$ cat src/rtl/multimode_counter.sv
// Parametrised up/down counter with wrap or saturate bounds, terminal-count pulse,
// wrap tally and a sticky done flag that can end a simulation run.
module multimode_counter #(
    parameter int unsigned WIDTH        = 4,
    parameter int unsigned MAX          = 15,
    parameter int unsigned STEP         = 1,
    parameter bit          SATURATE     = 1'b0,
    parameter int unsigned WRAP_W       = 8,
    parameter int unsigned FINISH_WRAPS = 0,
    parameter bit          VERBOSE      = 1'b1
) (
    input  logic              clk,
    input  logic              rst,
    input  logic              en,
    input  logic              up,
    input  logic              load,
    input  logic [WIDTH-1:0]  load_val,
    output logic [WIDTH-1:0]  count,
    output logic              tc,
    output logic [WRAP_W-1:0] wraps,
    output logic              done
);

    // Bound arithmetic is one bit wider than the count so count+STEP cannot overflow.
    localparam logic [WIDTH:0]    MAX_X    = (WIDTH+1)'(MAX);
    localparam logic [WIDTH:0]    STEP_X   = (WIDTH+1)'(STEP);
    localparam logic [WIDTH:0]    MOD_X    = MAX_X + 1'b1;
    localparam logic [WIDTH-1:0]  MAX_W    = WIDTH'(MAX);
    localparam logic [WIDTH-1:0]  STEP_W   = WIDTH'(STEP);
    localparam logic [WIDTH-1:0]  HALF_W   = WIDTH'(MAX / 2);
    localparam logic [WRAP_W-1:0] FINISH_W = WRAP_W'(FINISH_WRAPS);

    logic [WIDTH:0]    sum;
    logic [WIDTH:0]    wrap_down;
    logic              boundary;
    logic [WIDTH-1:0]  count_next;
    logic              tc_next;
    logic [WRAP_W-1:0] wraps_next;
    logic              done_next;

    always_comb begin
        sum        = {1'b0, count} + STEP_X;
        wrap_down  = {1'b0, count} + MOD_X - STEP_X;
        boundary   = 1'b0;
        count_next = count;
        wraps_next = wraps;
        done_next  = done;
        if (!done) begin
            if (load) begin
                count_next = (load_val > MAX_W) ? MAX_W : load_val;
            end else if (en) begin
                if (up) begin
                    if (sum <= MAX_X) begin
                        count_next = WIDTH'(sum);
                    end else begin
                        boundary   = 1'b1;
                        count_next = SATURATE ? MAX_W : WIDTH'(sum - MOD_X);
                    end
                end else begin
                    if ({1'b0, count} >= STEP_X) begin
                        count_next = count - STEP_W;
                    end else begin
                        boundary   = 1'b1;
                        count_next = SATURATE ? '0 : WIDTH'(wrap_down);
                    end
                end
            end
        end
        tc_next = boundary;
        // Only wrap-mode boundaries are tallied, and only they can raise done.
        if (boundary && !SATURATE) begin
            wraps_next = wraps + 1'b1;
            if ((FINISH_WRAPS != 0) && (wraps_next == FINISH_W)) begin
                done_next = 1'b1;
            end
        end
    end

    always_ff @(posedge clk or posedge rst) begin
        if (rst) begin
            count <= '0;
            tc    <= 1'b0;
            wraps <= '0;
            done  <= 1'b0;
        end else begin
            count <= count_next;
            tc    <= tc_next;
            wraps <= wraps_next;
            done  <= done_next;
        end
    end

`ifndef SYNTHESIS
    initial begin
        if (WIDTH < 2 || WIDTH > 32)
            $error("multimode_counter: WIDTH %0d out of range", WIDTH);
        if (MAX < 1 || (WIDTH < 32 && MAX > (32'd1 << WIDTH) - 32'd1))
            $error("multimode_counter: MAX %0d out of range", MAX);
        if (STEP < 1 || STEP > MAX)
            $error("multimode_counter: STEP %0d out of range", STEP);
    end

    always @(posedge clk) begin
        if (!rst && !done && (count_next != count)) begin
            if (VERBOSE)
                $display("Count: %d (0x%h)", count_next, count_next);
            if (count_next == HALF_W)
                $display("Halfway point reached!");
        end
    end

    // Triggered after the state update so the reported tally is the final one.
    always @(posedge done) begin
        $display("Counter complete after %0d wraps", wraps);
        $finish;
    end
`endif

endmodule

$ cat config.mk
export PLATFORM = sky130hd
export DESIGN_NAME = multimode_counter
export DESIGN_NICKNAME = d
export VERILOG_FILES = /design/src/rtl/multimode_counter.sv
export SDC_FILE = /design/constraint.sdc
export NUM_CORES = 1
export LEC_CHECK = 0
export CELL_PAD_IN_SITES_DETAIL_PLACEMENT = 1
export CELL_PAD_IN_SITES_GLOBAL_PLACEMENT = 1
export CORE_AREA = 2 2 55 47
export DETAILED_ROUTE_END_ITERATION = 12
export DIE_AREA = 0 0 57 49
export MAX_ROUTING_LAYER = met4
export PLACE_DENSITY_LB_ADDON = 0.2
export SKIP_LAST_GASP = 1
export SYNTH_ARGS = -nofsm -noshare
export SYNTH_HDL_FRONTEND = slang
export SYNTH_SLANG_ARGS = --single-unit
$ cat constraint.sdc
create_clock -name clk -period 2.6 [get_ports clk]
set_input_delay 0.26 -clock clk [delete_from_list [all_inputs] [get_ports clk]]
set_output_delay 0.26 -clock clk [all_outputs]
set_load 0.05 [all_outputs]
==> impl_summary.log, run 1 <==
INFO  metric clock_latency = 280 ps
INFO  metric number_of_synthesized_register_bits = 13
INFO  metric io_buffer_count = 21
INFO  metric clock.fmax = between 0.4 and 0.5 GHz
INFO  metric slowest_stage = sky130_fd_sc_hd__dfrtp_1
INFO  metric cellLeakagePower = 0.430 nW
INFO  metric cts_hold_repair.buffers = 0
INFO  metric grt_busiest_layer = met2
INFO  metric postLayoutSetupSlackWorst = roughly 420 ps
INFO  metric critical_path.cell_chain = inv_1 -> ha_1 -> nor3b_1 -> a211oi_1 -> a211oi_4 -> mux2_2
INFO  metric number_of_antenna_violations_at_the_first_check_in_global_routing = 0
INFO  metric nets = approximately 110
INFO  metric starting_density_of_the_core = 32.1%
INFO  metric layout_min_cycle_time = between 2000 and 2500 ps
INFO  metric drt-initial-drc-count = 7
INFO  metric cp_startpoint_kind = flip-flop
INFO  metric worst_path_largest_cell_delay = 490 ps
INFO  metric synthDistinctLibCells = 22
INFO  metric critical-path-top-delay-family = compound AO/OA/AOI/OAI gates
INFO  metric chipWidth = 57 µm
INFO  metric syn_nets = 82
INFO  metric timing.critical_path.required = 2770 ps
INFO  metric postCtsSetupBuffers = 0
INFO  metric core_region_area = approximately 2300 µm²
INFO  metric postSynthCellCount = 68
INFO  metric maxCapViolations = 0
INFO  metric io_pins = 23
INFO  metric type_of_the_worst_min_delay_path = in2async
INFO  metric antenna_cells = 0
INFO  metric critical_path_arrival = 2340 ps
INFO  metric timing.slew.headroom = 65.7%
INFO  metric overall_die_area = 2790 µm²
INFO  metric met2_usage_in_global_routing = a little under a quarter
INFO  metric die_y = 49 µm
INFO  metric multiInputGateArea = ~390 µm²
INFO  metric critPathCaptureType = flip-flop
INFO  metric route.detailed.vias_per_inst = roughly 4.8
INFO  metric fin_setup_tns = 0 ps
INFO  metric cts_inserted_buffers = 3
INFO  metric gp_routability_congestion = 0.738
INFO  metric vias_in_the_first_global_route = 597
INFO  metric synth_sequential_area_ratio = 44.4%
INFO  metric dp_worst_setup_slack = 415 ps
INFO  metric vdd_drop_max = about 0.50 mV
INFO  metric placement_rows = 16
INFO  metric global_route.usage.total = 14.6%
INFO  metric cell_area_after_layout = between 1000 and 1500 µm²
INFO  metric cts_num_sinks = 13
INFO  metric highest_count_cells_in_the_layout_ignoring_fill_and_taps = sky130_fd_sc_hd__clkdlybuf4s50_1, sky130_fd_sc_hd__dfrtp_1, sky130_fd_sc_hd__xnor2_1
INFO  metric slew_violations = 0
INFO  metric grt.met3_usage = 5.84%
INFO  metric grt_remaining_overflow = 0
INFO  metric post-route-drc-count = 0
INFO  metric synth.cell_area = approximately 730 µm²
INFO  metric avgSynthCellArea = 10.8 µm²
INFO  metric cts_htree_levels = 1
INFO  metric placement.cell_area = 977 µm²
INFO  metric route.antenna.remaining_nets = 0
INFO  metric rsz_0062_raised_after_global_routing = false
INFO  metric layout_commonest_cell = sky130_fd_sc_hd__clkdlybuf4s50_1
INFO  metric drt_pass1_iterations = 2
INFO  metric clock_skew = 4.97 ps
INFO  metric synthToLayoutAreaGrowth = 36.9%
INFO  metric filler_cell_count = roughly 280
INFO  metric clk_transition_reported_paths = about 80 ps
INFO  metric critical_path_peak_fanout = 9
INFO  metric global_route_wire_length_before_repair = 3040 µm
INFO  metric routed_wire_length_per_instance = 14.3 µm
INFO  metric tritoncts = done
INFO  metric pin_count_of_the_biggest_net_entering_global_routing = 14
INFO  metric finalHoldViolCount = 0
INFO  metric clock_tree.root_cell = sky130_fd_sc_hd__clkbuf_4
INFO  metric worst_tran_pin_value = approximately 510 ps
INFO  metric cts-root-to-sink-buffers = 2
INFO  metric yosysWarningCount = 0
INFO  metric cellPowerDensity = roughly 750 nW/µm²
INFO  metric critical_path_class = reg2reg
INFO  metric layout-drive-gt1-share = a little under 10%
INFO  metric routed_wirelength = 1710 µm
INFO  metric timing.critical_path.buf_inv = 1
INFO  metric sequential_cell_area = 325 µm²
INFO  metric final.period_utilization = between 80 and 90%
INFO  metric report.final.setup_viol = 0
INFO  metric route.vias.total = 576
INFO  metric status = finished, final reports clean
INFO  metric use_met1 = 18.6%
INFO  metric place_hpwl = 1360 µm
INFO  metric cts_repair_resize_count = 0
[stage by stage]
stage          hold slack [ps]  instances  utilization, %  total power [mW]
2_1_floorplan              137         68               -             0.511
3_3_place_gp               463        116            42.8             0.626
3_5_place_dp               488        116            42.8             0.632
4_1_cts                    334        120            44.0             0.762
5_1_grt                    368        120            44.0             0.799
6_report                   304        120            44.0             0.754
[state kept, by name (all words and copies together) (netlist names)]
register	flops
count	4
tc	1
wraps	8
[cell usage after synthesis, drive strengths merged]
master  number  area [µm²]
nor2         2        7.51
nor3b        1        7.51
o21ai        5        25.0
xor2         4        35.0
and3         3        20.0
ha           5        62.6
buf          1        7.51
nand4        4        25.0
nand2        6        22.5
dfrtp       13         325
nand3        1        5.00
mux2i        1        10.0
a211oi       2        27.5
xnor2        9        78.8
conb         1        3.75
mux2         3        33.8
nor2b        1        6.26
nor4         1        6.26
nor4b        1        8.76
inv          4        15.0
[metal layers]
layer / vias up / wire [µm]
li1: 279 / -
met3: 2 / 81
met5: - / 0
met2: 14 / 825
met1: 281 / 794
met4: 0 / 9
[logic make-up after synthesis]
logic type | after synthesis | share of synthesized area (%)
AND/OR/NAND/NOR | 20 | 14.8
XOR/XNOR | 13 | 15.5
flip-flops | 13 | 44.4
AO/OA/AOI/OAI | 7 | 7.17
adder cells (fa/ha/maj) | 5 | 8.53
buffers and inverters | 5 | 3.07
multiplexers | 4 | 5.97
other | 1 | 0.511
[worst paths after layout]
path | from | to | slack [ps] | cells after the start
worst max-delay path | count[0] | wraps[1] | 420 | 6
worst min-delay path | rst | wraps[5] | 300 | 2
worst max register to register | count[0] | wraps[1] | 420 | 6
worst min register to register | wraps[7] | wraps[7] | 490 | 1
max in group asynchronous | rst | count[0] | 1950 | 2
min in group clk | wraps[7] | wraps[7] | 490 | 1
[area by class of cell]
cell class / instances / share of cell area, %
repair buffers: 22 / 21.7
well taps: 27 / 3.37
inverters: 4 / 1.50
clock buffers: 4 / 2.62
multi-input cells: 50 / 38.4
flip-flops and latches: 13 / 32.4
[where the power goes]
| part | switching [mW] | total (mW) | internal, mW |
|---|---|---|---|
| logic | 0.206 | 0.336 | 0.129 |
| registers | 0.0529 | 0.291 | 0.238 |
| clock network | 0.0679 | 0.127 | 0.0595 |
| total | 0.327 | 0.754 | 0.427 |
(Power assumes the default switching activity.)
==> inputs of run 2 (changes only) <==
--- a/config.mk
+++ b/config.mk
@@ -7,9 +7,9 @@
 export LEC_CHECK = 0
 export CELL_PAD_IN_SITES_DETAIL_PLACEMENT = 1
 export CELL_PAD_IN_SITES_GLOBAL_PLACEMENT = 1
-export CORE_AREA = 2 2 55 47
+export CORE_AREA = 2 2 59 50
 export DETAILED_ROUTE_END_ITERATION = 12
-export DIE_AREA = 0 0 57 49
+export DIE_AREA = 0 0 61 52
 export MAX_ROUTING_LAYER = met4
 export PLACE_DENSITY_LB_ADDON = 0.2
 export SKIP_LAST_GASP = 1
==> constraint.sdc (replaced) <==
create_clock -name clk -period 2 [get_ports clk]
set_input_delay 0.2 -clock clk [delete_from_list [all_inputs] [get_ports clk]]
set_output_delay 0.2 -clock clk [all_outputs]
set_load 0.05 [all_outputs]
==> impl_summary.log, run 2 (synthesis results as in run 1) <==
INFO  metric worst_tran_pin_value = 508 ps (-6.70 ps)
INFO  metric drt-initial-drc-count = 3 (-4)
INFO  metric clock_tree.root_cell = sky130_fd_sc_hd__clkbuf_4
INFO  metric cts_num_sinks = 13 (unchanged)
INFO  metric power = 1.03 mW (+36%)
INFO  metric vdd_drop_max = 0.638 mV (+26%)
INFO  metric die_y = 52 µm (+6.1%)
INFO  metric antenna_cells = 0 (unchanged)
INFO  metric routed_wirelength = 1730 µm (+0.94%)
INFO  metric tritoncts = done
INFO  metric fin_util = 41.9% (-2.0 points)
INFO  metric flip_flop_count_of_the_largest_register_after_layout = 8 (unchanged)
INFO  metric type_of_the_worst_min_delay_path = in2async
INFO  metric grt.met3_usage = 5.22% (-0.61 points)
INFO  metric multiInputGateArea = 414 µm² (+7.5%)
INFO  metric rr_startpoint = count[0]
INFO  metric use_met1 = 18.3% (-0.35 points)
INFO  metric worst_path_largest_cell_delay = 460 ps (-30 ps)
INFO  metric critical_path_arrival = 2080 ps (-260 ps)
INFO  metric cts_inserted_buffers = 3 (unchanged)
INFO  metric timing.slew.headroom = 66.1% (+0.45 points)
INFO  metric placement_rows = 17 (+1)
INFO  metric gp_routability_congestion = 0.825 (+12%)
INFO  metric clock_skew = 1.47 ps (-3.50 ps)
INFO  metric place_hpwl = 1290 µm (-5.1%)
INFO  metric route.antenna.remaining_nets = 0 (unchanged)
INFO  metric pin_count_of_the_biggest_net_entering_global_routing = 14 (unchanged)
INFO  metric largest_registers = wraps: 8 flops, count: 4 flops, tc: 1 flops
INFO  metric route.detailed.vias_per_inst = 4.31 (-10%)
INFO  metric slew_violations = 0 (unchanged)
INFO  metric critical_path_peak_fanout = 9 (unchanged)
INFO  metric critical-path-top-delay-family = flip-flops
INFO  metric filler_cell_count = 307 (+12%)
INFO  metric timing.critical_path.buf_inv = 2 (+1)
INFO  metric cellLeakagePower = 0.468 nW (+8.8%)
INFO  metric finalHoldViolCount = 0 (unchanged)
INFO  metric layout_min_cycle_time = 1920 ps (-260 ps)
INFO  metric nets = 114 (+5.6%)
INFO  metric grt_busiest_layer = met1
INFO  metric critical_path.cell_chain = buf_4 -> ha_1 -> and3_2 -> a211oi_2 -> a211oi_4 -> buf_6 -> mux2_4
INFO  metric global_route_wire_length_before_repair = 2880 µm (-5.4%)
INFO  metric chipWidth = 61 µm (+7.0%)
INFO  metric met2_usage_in_global_routing = 17.4% (-5.4 points)
INFO  metric reg_with_most_ffs = wraps
INFO  metric layout_commonest_cell = sky130_fd_sc_hd__clkdlybuf4s50_1
INFO  metric vias_in_the_first_global_route = 614 (+2.8%)
INFO  metric clk_transition_reported_paths = 80 ps (about the same)
INFO  metric global_route.usage.total = 12.9% (-1.7 points)
INFO  metric cts-root-to-sink-buffers = 2 (unchanged)
INFO  metric slowest_stage = sky130_fd_sc_hd__dfrtp_2
INFO  metric cts_htree_levels = 1 (unchanged)
INFO  metric grt_remaining_overflow = 0 (unchanged)
INFO  metric number_of_antenna_violations_at_the_first_check_in_global_routing = 0 (unchanged)
INFO  metric maxCapViolations = 0 (unchanged)
INFO  metric io_buffer_count = 21 (unchanged)
INFO  metric clock_latency = 270 ps (about the same)
INFO  metric clock.fmax = 0.522 GHz (+14%)
INFO  metric route.vias.total = 590 (+2.4%)
INFO  metric io_pins = 23 (unchanged)
INFO  metric layout-drive-gt1-share = 22.2% (+13 points)
INFO  metric core_region_area = 2620 µm² (+15%)
INFO  metric cp_startpoint_kind = flip-flop
INFO  metric critical_path_class = reg2reg
INFO  metric startpoint = count[0]
INFO  metric final.period_utilization = 95.8% (+12 points)
INFO  metric report.final.setup_viol = 0 (unchanged)
INFO  metric synthToLayoutAreaGrowth = 49.7%
INFO  metric overall_die_area = 3170 µm² (+14%)
INFO  metric cellPowerDensity = 935 nW/µm² (+24%)
INFO  metric drt_pass1_iterations = 2 (unchanged)
INFO  metric timing.critical_path.required = 2160 ps (-610 ps)
INFO  metric starting_density_of_the_core = 28.0% (-4.1 points)
INFO  metric status = finished, final reports clean
INFO  metric critPathCaptureType = flip-flop
INFO  metric routed_wire_length_per_instance = 12.6 µm (-12%)
INFO  metric post-route-drc-count = 0 (unchanged)
INFO  metric highest_count_cells_in_the_layout_ignoring_fill_and_taps = sky130_fd_sc_hd__clkdlybuf4s50_1, sky130_fd_sc_hd__dfrtp_1, sky130_fd_sc_hd__xnor2_1
INFO  metric sequential_cell_area = 328 µm² (+0.77%)
==> run 2: changes by cell type in the layout (fill, tap and decap cells not counted), sizes merged <==
cell | previous run | this run
buf | 1 | 7
==> run 2: path summary, 6_finish.rpt <==
path / end / slack [ps] / cells past startpoint
max in group asynchronous: count[0] / 1380 / 2
min: count[2] / 260 / 2
max reg2reg: wraps[1] / 80 / 7
min in group clk: wraps[7] / 480 / 1
max: wraps[1] / 80 / 7
min reg2reg: wraps[7] / 480 / 1
==> run 2: area by class of cell <==
type | instances | area share, %
Clock buffer | 4 | 2.39
Timing Repair Buffer | 28 | 24.3
Tap cell | 38 | 4.33
Sequential cell | 13 | 29.9
Inverter | 4 | 1.37
Multi-Input combinational cell | 50 | 37.7
==> run 2: report_power, final <==
part           total [mW]  leakage [nW]  internal (mW)  switching (mW)
clock               0.160        0.0150         0.0773          0.0825
combinational       0.484         0.287          0.199           0.285
sequential          0.382         0.166          0.310          0.0715
total                1.03         0.468          0.586           0.439
==> run 2: per-layer routing <==
layer / vias up / wire length, µm
met5: - / 0
li1: 291 / -
met2: 14 / 741
met4: 0 / 0
met3: 0 / 94
met1: 285 / 891
==> run 2: through the flow <==
stage / worst slack, ps / instance area, µm² / setup TNS, ps / instances / hold WS, ps
after global routing: -3.01 / 1100 / -5.42 / 137 / 281
after CTS: 65.8 / 1060 / 0 / 134 / 272
final: 84.4 / 1100 / 0 / 137 / 255
after global placement: 8.61 / 1030 / 0 / 130 / 469
after floorplan: 20.6 / 749 / 0 / 68 / 76.8
after detailed placement: 10.9 / 1030 / 0 / 130 / 472
==> run 2: repair_timing <==
action / in CTS / in global routing
setup buffers: 0 / 3
hold buffers: 0 / 0
pin swaps: 0 / 0
resized for setup: 1 / 2
endpoints found under the setup margin: 1 / 7
==> run 2: worst register-to-register path, cell delays in order (launching register included) <==
cell	delay [ps]
sky130_fd_sc_hd__dfrtp_2	460
sky130_fd_sc_hd__buf_4	160
sky130_fd_sc_hd__ha_1	230
sky130_fd_sc_hd__and3_2	240
sky130_fd_sc_hd__a211oi_2	230
sky130_fd_sc_hd__a211oi_4	50
sky130_fd_sc_hd__buf_6	150
sky130_fd_sc_hd__mux2_4	290
==> inputs of run 3 (changes only) <==
--- a/config.mk
+++ b/config.mk
@@ -7,9 +7,9 @@
 export LEC_CHECK = 0
 export CELL_PAD_IN_SITES_DETAIL_PLACEMENT = 1
 export CELL_PAD_IN_SITES_GLOBAL_PLACEMENT = 1
-export CORE_AREA = 2 2 59 50
+export CORE_AREA = 2 2 41 62
 export DETAILED_ROUTE_END_ITERATION = 12
-export DIE_AREA = 0 0 61 52
+export DIE_AREA = 0 0 43 64
 export MAX_ROUTING_LAYER = met4
 export PLACE_DENSITY_LB_ADDON = 0.2
 export SKIP_LAST_GASP = 1
==> constraint.sdc (replaced) <==
create_clock -name clk -period 1.8 [get_ports clk]
set_input_delay 0.18 -clock clk [delete_from_list [all_inputs] [get_ports clk]]
set_output_delay 0.18 -clock clk [all_outputs]
set_load 0.05 [all_outputs]
==> impl_summary.log, run 3 (synthesis results as in run 1) <==
INFO  metric status = finished with violations
INFO  metric violations = setup timing
INFO  metric cell_area_after_layout = 1160 µm² (+5.4%)
INFO  metric timing.slew.headroom = 66.7% (+0.57 points)
INFO  metric cts-root-to-sink-buffers = 2 (unchanged)
INFO  metric place_hpwl = 1430 µm (+11%)
INFO  metric postLayoutSetupSlackWorst = -65.4 ps (-150 ps)
INFO  metric routed_wire_length_per_instance = 14.9 µm (+18%)
INFO  metric cellLeakagePower = 0.498 nW (+6.5%)
INFO  metric cp_startpoint_kind = flip-flop
INFO  metric startpoint = count[0]
INFO  metric worst_path_largest_cell_delay = 450 ps (about the same)
INFO  metric highest_count_cells_in_the_layout_ignoring_fill_and_taps = sky130_fd_sc_hd__clkdlybuf4s50_1, sky130_fd_sc_hd__buf_4, sky130_fd_sc_hd__dfrtp_1
INFO  metric antenna_cells = 0 (unchanged)
INFO  metric type_of_the_worst_min_delay_path = in2async
INFO  metric critPathCaptureType = flip-flop
INFO  metric starting_density_of_the_core = 33.2% (+5.2 points)
INFO  metric filler_cell_count = 255 (-17%)
INFO  metric critical_path_class = reg2reg
INFO  metric chipWidth = 43 µm (-30%)
INFO  metric finalHoldWorstSlack = 230 ps (-25.6 ps)
INFO  metric clk_transition_reported_paths = 80 ps (about the same)
INFO  metric critical_path_arrival = 2020 ps (-60 ps)
INFO  metric cts_num_sinks = 13 (unchanged)
INFO  metric cp_common_cell = sky130_fd_sc_hd__a211oi_4
INFO  metric routed_wirelength = 1890 µm (+9.4%)
INFO  metric layout_min_cycle_time = 1870 ps (-50.2 ps)
INFO  metric number_of_antenna_violations_at_the_first_check_in_global_routing = 0 (unchanged)
INFO  metric cellPowerDensity = 1030 nW/µm² (+9.8%)
INFO  metric synthToLayoutAreaGrowth = 57.7%
INFO  metric power = 1.19 mW (+16%)
INFO  metric post-route-drc-count = 0 (unchanged)
INFO  metric clock_skew = 2.48 ps (+1.01 ps)
INFO  metric critical_path.cell_chain = inv_2 -> ha_4 -> nor3b_4 -> a211oi_4 -> a211oi_4 -> buf_6 -> mux2_4
INFO  metric placement.cell_area = 1060 µm² (+2.8%)
INFO  metric core_region_area = 2210 µm² (-16%)
INFO  metric route.detailed.vias_per_inst = 5.02 (+16%)
INFO  metric clock_tree.root_cell = sky130_fd_sc_hd__clkbuf_4
INFO  metric slowest_stage = sky130_fd_sc_hd__dfrtp_4
INFO  metric maxCapViolations = 0 (unchanged)
INFO  metric placement_rows = 21 (+4)
INFO  metric io_pins = 23 (unchanged)
INFO  metric vias_in_the_first_global_route = 762 (+24%)
INFO  metric drt-initial-drc-count = 8 (+5)
INFO  metric critical-path-top-delay-family = flip-flops
INFO  metric sequential_cell_area = 332 µm² (+1.1%)
INFO  metric route.antenna.remaining_nets = 0 (unchanged)
INFO  metric flip_flop_count_of_the_largest_register_after_layout = 8 (unchanged)
INFO  metric slew_violations = 0 (unchanged)
INFO  metric gp_routability_congestion = 0.786 (-4.7%)
INFO  metric critical_path_peak_fanout = 5 (-4)
INFO  metric route.vias.total = 637 (+8.0%)
INFO  metric largest_registers = wraps: 8 flops, count: 4 flops, tc: 1 flops
INFO  metric clock_latency = 270 ps (about the same)
INFO  metric timing.critical_path.required = 1950 ps (-210 ps)
INFO  metric die_y = 64 µm (+23%)
INFO  metric rsz_0062_raised_after_global_routing = true
INFO  metric layout_commonest_cell = sky130_fd_sc_hd__clkdlybuf4s50_1
INFO  metric tritoncts = done
INFO  metric clock.fmax = 0.536 GHz (+2.7%)
INFO  metric io_buffer_count = 21 (unchanged)
INFO  metric worst_tran_pin_value = 498 ps (-9.56 ps)
INFO  metric report.final.setup_viol = 6 (+6)
INFO  metric finalHoldViolCount = 0 (unchanged)
INFO  metric nets = 119 (+4.4%)
INFO  metric rr_startpoint = count[0]
INFO  metric layout-drive-gt1-share = 32.7% (+10 points)
INFO  metric drt_pass1_iterations = 2 (unchanged)
INFO  metric timing.critical_path.buf_inv = 2 (unchanged)
INFO  metric global_route.usage.total = 16.7% (+3.8 points)
INFO  metric global_route_wire_length_before_repair = 3350 µm (+16%)
INFO  metric final.period_utilization = 104% (+7.9 points)
INFO  metric reg_with_most_ffs = wraps
INFO  metric grt_remaining_overflow = 0 (unchanged)
INFO  metric cts_inserted_buffers = 3 (unchanged)
INFO  metric vdd_drop_max = 0.830 mV (+30%)
INFO  metric pin_count_of_the_biggest_net_entering_global_routing = 14 (unchanged)
INFO  metric multiInputGateArea = 457 µm² (+10%)
INFO  metric cts_htree_levels = 1 (unchanged)
INFO  metric overall_die_area = 2750 µm² (-13%)
-- run 3: cell count changes in the layout (fill, tap and decap cells not counted), sizes merged --
cell / change
buf: +6
clkdlybuf4s50: -2
dlygate4sd2: +1
-- run 3: final cells by class --
| type | count | area share, % |
|---|---|---|
| multi-input cells | 50 | 39.5 |
| well taps | 23 | 2.49 |
| inverters | 4 | 1.30 |
| repair buffers | 33 | 25.8 |
| flip-flops and latches | 13 | 28.7 |
| clock buffers | 4 | 2.27 |
-- run 3: path summary, 6_finish.rpt --
kind	cells after the start	endpoint	slack, ps
worst min register to register	1	wraps[7]	480
worst min-delay path	2	count[0]	230
max in group asynchronous	2	count[0]	1200
worst max-delay path	7	wraps[1]	-70
min in group clk	1	wraps[7]	480
worst max register to register	7	wraps[1]	-70
-- run 3: power by group --
| group | switching, mW | internal [mW] | leakage, nW |
|---|---|---|---|
| clock | 0.0869 | 0.0857 | 0.0150 |
| combinational | 0.340 | 0.251 | 0.318 |
| sequential | 0.0764 | 0.347 | 0.165 |
-- run 3: stage by stage --
stage,instances,worst slack (ps),setup TNS [ps],utilization (%)
2_1_floorplan,68,-146,-878,-
3_3_place_gp,120,-55.2,-144,48.0
3_5_place_dp,120,-99.0,-313,48.0
4_1_cts,126,-48.6,-188,50.7
5_1_grt,127,-145,-913,52.4
6_report,127,-65.4,-241,52.4
-- run 3: layer usage --
layer,share of wire (%),GRT usage (%)
met1,37,18.2
met4,2.9,9.47
met2,57,29.2
met3,2.6,0.847
met5,0,-
-- run 3: timing repair --
action	in CTS	in global routing
cloned	1	0
setup buffers	1	1
hold buffers	0	0
hold endpoints to repair	0	0
gates resized for setup	5	5
pin swaps	3	1
setup endpoints to repair	6	8
==> patch: new RTL, settings of run 2 <==
`WRAP_W`: 8 -> 7.
--- a/src/rtl/multimode_counter.sv
+++ b/src/rtl/multimode_counter.sv
@@ -5,7 +5,7 @@
     parameter int unsigned MAX          = 15,
     parameter int unsigned STEP         = 1,
     parameter bit          SATURATE     = 1'b0,
-    parameter int unsigned WRAP_W       = 8,
+    parameter int unsigned WRAP_W       = 7,
     parameter int unsigned FINISH_WRAPS = 0,
     parameter bit          VERBOSE      = 1'b1
 ) (
Interface: changed (resized wraps); port bits go from 23 to 22. The function was not compared with the original's and may differ.
==> patch against run 2 <==
First-iteration DRC count grew to 2.7 times the old value. Design area up 4.3%. Wire length increased by 23%. Fmax increased by 0.67%. Total power shrank 7.6%. Synthesized area is 11% higher. Sequential power down 14%. Core utilization is 1.8 points higher. Sequential cell count shrank 1. Combinational power down 6.8%. Worst setup slack improved by 0.013 ns. Largest cell class unchanged. Highest routed layer is now met4.
==> patch: results (changes against run 2) <==
* Status: completed
* DR vias/cell at 4.88 (+13%)
* Final #Nets at 121 (+6.1%)
* Biggest regs: wraps x7, count x4, tc x1
* Setup Skew at 0.00223 ns (+0.000755 ns)
* Synth Area in XOR/XNOR at 0.129 (-0.0261)
* P_leak at 0.446 nW (-4.6%)
* GPL Wtd Cong at 0.799 (-3.1%)
* Crit-path max cell delay at 0.47 ns
* DP HPWL at 1610 um (+25%)
* Avg Cell Area, Syn at 10.6 um^2 (-2.0%)
* Synth top area cells: dfrtp_1 37%, xnor2_1 12%, ha_1 7.7%
* CP endpoint kind: register
* Sequential share of the synthesized area at 0.369 (-0.0745)
* Post-CTS Setup Repair Bufs at 0 (unchanged)
* Fraction of layout instances using a drive strength above 1 at 0.245 (+0.0231)
* Clock Latency Late Sink at 0.28 ns
* Dpl ws at 0.0911 ns (+0.0802 ns)
* Mux cell area share after synthesis at 0.0723 (+0.0126)
* DR vias at 702 (+19%)
* I/O Buffers at 20 (-4.8%)
* Ant diodes at 0 (unchanged)
* Top cell types by occurrence after synthesis: 12 x dfrtp_1, 11 x xnor2_1, 5 x ha_1, 5 x nor4_1
* Worst-path maximum fanout at 8 (-1)
* Placed cell areas at 1120 um^2 (+8.6%)
* Clk pin slew, worst setup/hold paths at 0.08 ns (about the same)
* Dpl cells at 140 (+7.7%)
* H-tree levels at 1 (unchanged)
* Number of global-route vias before repair at 721 (+17%)
* Post-cts resize count at 0 (-1)
* Routing usage on met1 at 0.205 (+0.0222)
* Critical Path Slowest Stage Cell: or4b_4
* VDD IR max at 0.284 mV (-56%)
* Internal at 548 uW (-6.6%)
* Post-synth cell types at 30 (+36%)
* Total GRT Usage at 0.158 (+0.0294)
* CP arrival at ~2.1 ns
* Global-route met3 utilization at 0.0473 (-0.00498)
* Adder-cell share of the synthesized area at 0.0769 (-0.00840)
* Complex-gate fraction of the synthesized area at 0.108 (+0.0360)
* Maximum clock path buffer count at 2 (unchanged)
* Crit-path leading delay family: simple AND/OR/NAND/NOR gates
* Worst-Margin Slew at 0.509 ns (+0.00108 ns)
* Synth Flop Type: dfrtp_1
* Antenna violations before repair at 0 (unchanged)
* Met2 usage at 0.238 (+0.0645)
* Drt pass-1 iters at 4 (+2)
* WL/cell at 14.8 um (+17%)
* Post-Syn Nets at 91 (+11%)
* First-pass GRT wire length at 3460 um (+20%)
* CTS Buf Count at 3 (unchanged)
* Largest net degree at the start of global routing at 13 (-1)
* DRT iter0 DRCs at 8 (+5)
patch: changes by cell type in the layout (fill, tap and decap cells not counted), sizes merged, moves of 3 or more:
cell and delta:
nor4 +4, xor2 -3, nand2 -3, nand4 -3
and3 -3, a22oi +4
patch: final timing paths:
path                                            from                    to  slack (ns)  cells after the start
worst max-delay path            count[1]$_DFFE_PP0P_  wraps[1]$_DFFE_PP0P_         0.1                      6
worst min-delay path                             rst  wraps[2]$_DFFE_PP0P_        0.24                      2
worst max register to register  count[1]$_DFFE_PP0P_  wraps[1]$_DFFE_PP0P_         0.1                      6
worst min register to register  wraps[6]$_DFFE_PP0P_  wraps[6]$_DFFE_PP0P_        0.47                      1
max in group asynchronous                        rst  count[1]$_DFFE_PP0P_        1.40                      2
min in group clk                wraps[6]$_DFFE_PP0P_  wraps[6]$_DFFE_PP0P_        0.47                      1
patch: layout make-up:
type / count / area (um^2)
Fill cell: 307 / 1470
Multi-Input combinational cell: 58 / 488
Timing Repair Buffer: 29 / 268
Clock buffer: 4 / 26.3
Inverter: 3 / 11.3
Sequential cell: 12 / 304
Tap cell: 38 / 47.5
patch: power by group through the flow:
stage	combinational (mW)	sequential [mW]	clock (mW)
floorplan	0.167	0.453	0
CTS	0.456	0.328	0.173
finish	0.451	0.327	0.169
global placement	0.441	0.331	0
detailed placement	0.454	0.333	0
global route	0.482	0.336	0.188
patch: logic make-up after synthesis:
logic type,Yosys count
AND/OR/NAND/NOR,25
other,1
adder cells (fa/ha/maj),5
XOR/XNOR,12
AO/OA/AOI/OAI,10
multiplexers,5
flip-flops,12
buffers and inverters,7
patch: per-layer routing:
metal,wire [um],vias to the layer above,part of all wire
met2,1020,15,0.48
met5,0,-,0
met3,75,2,0.035
met1,1000,352,0.47
li1,-,333,-
met4,24,0,0.011
